**src/rtl/onehot_seq_pkg.sv**
```systemverilog
// Shared encodings for the one-hot sequencing decoder: command modes and FSM states.
package onehot_seq_pkg;

   localparam logic [1:0] MODE_DECODE = 2'b00;
   localparam logic [1:0] MODE_BCAST  = 2'b01;
   localparam logic [1:0] MODE_SCAN   = 2'b10;
   localparam logic [1:0] MODE_RSVD   = 2'b11;

   localparam logic [0:0] ST_IDLE = 1'b0;
   localparam logic [0:0] ST_BEAT = 1'b1;

endpackage

```
**src/rtl/onehot_seq_decoder_dec.sv**
```systemverilog
// Combinational index-to-one-hot decoder; an index at or beyond NUM_OUT decodes to all zeros.
module onehot_dec #(
   parameter int CODE_W  = 5,
   parameter int NUM_OUT = 32
) (
   input  logic [CODE_W-1:0]  index_i,
   output logic [NUM_OUT-1:0] onehot_o
);

   always_comb begin
      onehot_o = '0;
      for (int i = 0; i < NUM_OUT; i++) begin
         if (index_i == CODE_W'(i)) onehot_o[i] = 1'b1;
      end
   end

endmodule

```
**src/rtl/onehot_seq_decoder.sv**
```systemverilog
// Registered one-hot lane-enable sequencer: single decode, broadcast and wrap-around scan,
// driven by a command stream and emitting beats on a registered output stream.
module onehot_seq_decoder
   import onehot_seq_pkg::*;
#(
   parameter int CODE_W  = 5,
   parameter int NUM_OUT = 32,
   parameter int LEN_W   = 5
) (
   input  logic               clk,
   input  logic               rst,
   input  logic               cmd_valid,
   output logic               cmd_ready,
   input  logic [1:0]         cmd_mode,
   input  logic [CODE_W-1:0]  cmd_code,
   input  logic [LEN_W-1:0]   cmd_len,
   output logic               out_valid,
   input  logic               out_ready,
   output logic [NUM_OUT-1:0] out_onehot,
   output logic [CODE_W-1:0]  out_index,
   output logic               out_last,
   output logic               err_pulse
);

   localparam logic [CODE_W:0]   NUM_OUT_C = (CODE_W+1)'(NUM_OUT);
   localparam logic [CODE_W-1:0] LAST_IDX  = CODE_W'(NUM_OUT - 1);

   logic [0:0]         state_q,  state_d;
   logic [CODE_W-1:0]  index_q,  index_d;
   logic [NUM_OUT-1:0] onehot_q, onehot_d;
   logic               last_q,   last_d;
   logic               err_q,    err_d;
   logic [LEN_W-1:0]   remain_q, remain_d;

   logic               beat_acc;
   logic               cmd_acc;
   logic               cmd_bad;
   logic               sel_bcast;
   logic [CODE_W-1:0]  next_idx;
   logic [NUM_OUT-1:0] dec_onehot;

   // Both streams transfer on a clock edge where valid & ready are high; a producer keeps its
   // payload stable while valid is high and ready is low, and never withdraws valid before transfer.
   assign out_valid  = (state_q == ST_BEAT);
   assign out_onehot = onehot_q;
   assign out_index  = index_q;
   assign out_last   = last_q;
   assign err_pulse  = err_q;

   assign beat_acc  = out_valid & out_ready;
   assign cmd_ready = !out_valid | (beat_acc & last_q);
   assign cmd_acc   = cmd_valid & cmd_ready;
   assign cmd_bad   = (cmd_mode == MODE_RSVD) ||
                      ((cmd_mode != MODE_BCAST) && ({1'b0, cmd_code} >= NUM_OUT_C));

   // Index the output register will hold after this edge; wraps at NUM_OUT, not 2**CODE_W.
   always_comb begin
      next_idx  = index_q;
      sel_bcast = 1'b0;
      if (cmd_acc) begin
         if (cmd_mode == MODE_BCAST) begin
            next_idx  = '0;
            sel_bcast = 1'b1;
         end else begin
            next_idx = cmd_code;
         end
      end else if (beat_acc && !last_q) begin
         next_idx = (index_q == LAST_IDX) ? '0 : index_q + CODE_W'(1);
      end
   end

   onehot_dec #(
      .CODE_W  (CODE_W),
      .NUM_OUT (NUM_OUT)
   ) u_dec (
      .index_i  (next_idx),
      .onehot_o (dec_onehot)
   );

   always_comb begin
      state_d  = state_q;
      index_d  = index_q;
      onehot_d = onehot_q;
      last_d   = last_q;
      remain_d = remain_q;
      err_d    = 1'b0;
      if (cmd_acc) begin
         if (cmd_bad) begin
            state_d  = ST_IDLE;
            index_d  = '0;
            onehot_d = '0;
            last_d   = 1'b0;
            remain_d = '0;
            err_d    = 1'b1;
         end else begin
            state_d  = ST_BEAT;
            index_d  = next_idx;
            onehot_d = sel_bcast ? '1 : dec_onehot;
            if (cmd_mode == MODE_SCAN) begin
               remain_d = cmd_len;
               last_d   = (cmd_len == '0);
            end else begin
               remain_d = '0;
               last_d   = 1'b1;
            end
         end
      end else if (beat_acc) begin
         if (last_q) begin
            state_d  = ST_IDLE;
            index_d  = '0;
            onehot_d = '0;
            last_d   = 1'b0;
            remain_d = '0;
         end else begin
            index_d  = next_idx;
            onehot_d = dec_onehot;
            remain_d = remain_q - LEN_W'(1);
            last_d   = (remain_q == LEN_W'(1));
         end
      end
   end

   always_ff @(posedge clk or posedge rst) begin
      if (rst) begin
         state_q  <= ST_IDLE;
         index_q  <= '0;
         onehot_q <= '0;
         last_q   <= 1'b0;
         err_q    <= 1'b0;
         remain_q <= '0;
      end else begin
         state_q  <= state_d;
         index_q  <= index_d;
         onehot_q <= onehot_d;
         last_q   <= last_d;
         err_q    <= err_d;
         remain_q <= remain_d;
      end
   end

endmodule

```
**config.mk**
```make
export PLATFORM = sky130hd
export DESIGN_NAME = onehot_seq_decoder
export DESIGN_NICKNAME = d
export VERILOG_FILES = /design/src/rtl/onehot_seq_pkg.sv /design/src/rtl/onehot_seq_decoder_dec.sv /design/src/rtl/onehot_seq_decoder.sv
export SDC_FILE = /design/constraint.sdc
export NUM_CORES = 1
export LEC_CHECK = 0
export ABC_AREA = 1
export CAP_MARGIN = 10
export CORE_ASPECT_RATIO = 0.7
export CORE_MARGIN = 10
export CORE_UTILIZATION = 50
export CTS_CLUSTER_DIAMETER = 40
export CTS_CLUSTER_SIZE = 20
export DETAILED_ROUTE_END_ITERATION = 12
export GPL_TIMING_DRIVEN = 0
export PLACE_DENSITY = 0.78
export SLEW_MARGIN = 5
export SYNTH_ARGS = -nofsm -noshare
export SYNTH_HDL_FRONTEND = slang
export SYNTH_SLANG_ARGS = --single-unit
```
**constraint.sdc**
```tcl
create_clock -name clk -period 2.7 [get_ports clk]
set_input_delay 0.675 -clock clk [delete_from_list [all_inputs] [get_ports clk]]
set_output_delay 0.675 -clock clk [all_outputs]
set_load 0.005 [all_outputs]
```
==> impl_metrics.yaml <==
grt:
  met1_usage_pct: 22.8
  busiest_layer: "met2"
  grt_first_pass_wirelength_um: 11700
  overflow: 0
  grt_pass1_vias: 2395
  met2_usage_pct: 24.6
  grt_usage_pct: 16.4
  grt_start_max_net_pins: 26
  antenna_found_initial: 0
  met3_usage_pct: 4.61
timing:
  period_minus_slack_ps: 2610
  slew_headroom_pct: 65.1
  hold_viol_final: 0
  maxSlewViolCount: 0
  rsz0062_at_grt: "no"
  period_share_pct: 96.7
  setup_ws_ps: 90.1
  setup_viol: 0
  fmax_ghz: 0.383
  finalSetupTns_ps: 0
  worst_pin_slew_ps: 523
  clock_skew_ps: 7.09
clocking:
  cts-resized-gates: 0
  ctsLongestPathBuffers: 2
  htreeDepth: 2
  tritoncts: "built"
  hold_buffers: 0
  clk_pin_slew_ps: 80
  cts-buffers-inserted: 5
  clk_latency_ps: 300
  cts.sinks: 45
  post_cts_buffers: 0
  cts.root.buffer_cell: "clkbuf_8"
worst_setup_path:
  cp_num_buf_inv: 2
  critPathMaxFanout: 4
  max_stage_delay_ps: 550
  cp_slowest_cell: "clkdlybuf4s50_1"
  worst-path-stages: 4
  critPathTopFamily: "buffers and inverters"
  cp-startpoint: "out_ready"
  cp-endpoint: "cmd_ready"
  arrival_ps: 1930
  rr_startpoint: "out_index[1]$_DFFE_PP0P_"
  r2r_cells: 12
  path_class: "primary input to output port"
  endpoint_kind: "output port"
  worstPathRequired_ps: 2030
  cp_common_cell: "clkdlybuf4s50_1"
  start_kind: "primary input"
  reg2reg_slack_ps: 590
  r2r-end: "out_onehot[7]$_DFFE_PP0P_"
  crit_chain: "clkdlybuf4s50_1 -> nand2_2 -> nand2_4 -> clkdlybuf4s50_1"
detailed_routing:
  dr_total_vias: 2583
  drc: 0
  routed_wl_um: 7210
  dr.pass1.iters: 5
  final_antenna_net_count: 0
  viasPerCell: 5.34
  drt_iter0_drc: 173
  avgRoutedWirePerCell_um: 14.9
cells_and_area:
  final_cell_mix: "nand2_1, clkdlybuf4s50_1, dfrtp_1"
  synthToLayoutAreaGrowth_pct: 28.8
  final_layout_size_suffix_gt1_share_pct: 15.0
  final_cells: 484
  diodes: 0
  nNetsFinal: 431
  final_util_pct: 66.7
  num-fill-cells: 463
  final_common_cell: "nand2_1"
floorplanning:
  dieHeight_um: 81.6
  die_w_um: 108
  ios: 57
  row_count: 22
  start_util_pct: 51.8
  coreArea_um2: 5230
  die_area_um2: 8810
placed_design:
  dp_hpwl_um: 5620
  io_buffer_count: 55
  pre_cts_ws_ps: 97.8
  place.gp.congestion: 0.916
  dp_cells: 476
flow_run:
  maxCapViolCount: 0
power:
  p_seq_share_pct: 28.5
  finalPower_uw: 4180
  p_sw_share_pct: 44.3
  switchingPower_uw: 1850
  power_density_nw_per_um2: 1200
  comb_power_share_pct: 58.7
  ir_drop_uv: 536
  intPower_uw: 2330
  p_clk_share_pct: 12.7
  p_leak_uw: 0.00168
synthesis:
  synthCells: 348
  ys_warn_count: 0
  synth_area_um2: 2710
  yosysUniqueCellTypes: 35
  synth_fp_nets: 368
  avgSynthCellArea_um2: 7.78
  ys_ff_latch: 45
  seq_area_frac_synth_pct: 41.6
status:
  status: "completed"
hold_path:
  hold_class: "register to register"
  holdPathStages: 2
state kept, by name (all words and copies together), names as in the netlist:
signal / cells
out_onehot: 32
remain_q: 5
out_index: 5
out_last: 1
out_valid: 1
err_pulse: 1
cells by family after synthesis:
group / count (synthesis) / synth area share [%]
compound gates: 42 / 9.52
xor+xnor: 3 / 0.971
fa+ha+maj: 4 / 1.85
buf+inv: 39 / 7.81
flops: 45 / 41.6
simple gates: 215 / 38.3
power groups by stage:
stage,registers (uW),clock network [uW],logic (uW)
2_1_floorplan,1190,0,1490
3_3_place_gp,1200,0,2390
3_5_place_dp,1200,0,2450
4_1_cts,1190,545,2460
5_1_grt,1230,575,2700
6_report,1190,533,2460
worst min-delay path by stage:
stage / start / slack [ps] / endpoint
floorplan: out_onehot[10]$_DFFE_PP0P_ / 470 / out_onehot[10]$_DFFE_PP0P_
global placement: out_onehot[2]$_DFFE_PP0P_ / 460 / out_onehot[2]$_DFFE_PP0P_
detailed placement: out_onehot[12]$_DFFE_PP0P_ / 470 / out_onehot[12]$_DFFE_PP0P_
CTS: out_onehot[12]$_DFFE_PP0P_ / 490 / out_onehot[12]$_DFFE_PP0P_
global route: out_onehot[2]$_DFFE_PP0P_ / 510 / out_onehot[2]$_DFFE_PP0P_
finish: out_onehot[2]$_DFFE_PP0P_ / 490 / out_onehot[2]$_DFFE_PP0P_
Yosys cell counts, drive strengths merged:
cell type | instances | area, um^2
nand2 | 127 | 534
clkinv | 1 | 5.00
nand3 | 32 | 170
nor2 | 34 | 190
xnor2 | 1 | 8.76
inv | 23 | 88.8
o21ai | 14 | 81.3
ha | 4 | 50.1
a21oi | 19 | 103
nand4 | 20 | 131
a22oi | 1 | 7.51
o22ai | 3 | 32.5
a31oi | 4 | 25.0
a2bb2oi | 1 | 8.76
xor2 | 2 | 17.5
dfrtp | 45 | 1130
buf | 12 | 105
nor3 | 2 | 10.0
clkbuf | 3 | 12.5
layer usage:
| metal | vias up | part of all wire [%] | routed length [um] |
|---|---|---|---|
| met5 | - | 0 | 0 |
| met4 | 0 | 0.78 | 56 |
| met3 | 7 | 7.9 | 568 |
| met2 | 84 | 44 | 3180 |
| met1 | 1219 | 47 | 3400 |
| li1 | 1273 | - | - |
metrics by stage:
stage | cell area [um^2] | hold WS [ps]
global route | 3490 | 511
CTS | 3490 | 492
detailed placement | 3370 | 469
finish | 3490 | 488
global placement | 3350 | 465
floorplan | 2710 | 472
worst reg2reg max path: stages (launching register included):
cell	delay, ps
dfrtp_1	440
ha_1	200
inv_1	50
nor3_1	140
ha_1	270
nand2_2	70
o21ai_2	80
o21ai_2	260
buf_4	220
nand4_1	100
nand2_1	80
nand2_1	70
nand2_1	60
cell type report:
class                      count  area [um^2]  share of cell area, %
clock buffer                   6         82.6                   2.37
sequential                    45         1130                   32.3
buffer                        15          118                   3.37
timing repair buffer          56          571                   16.4
tap                           72         90.1                   2.58
inverter                      24         93.8                   2.69
clock inverter                 2         37.5                   1.08
multi-input combinational    264         1370                   39.3
No activity file was read; power rests on OpenSTA's default activity.
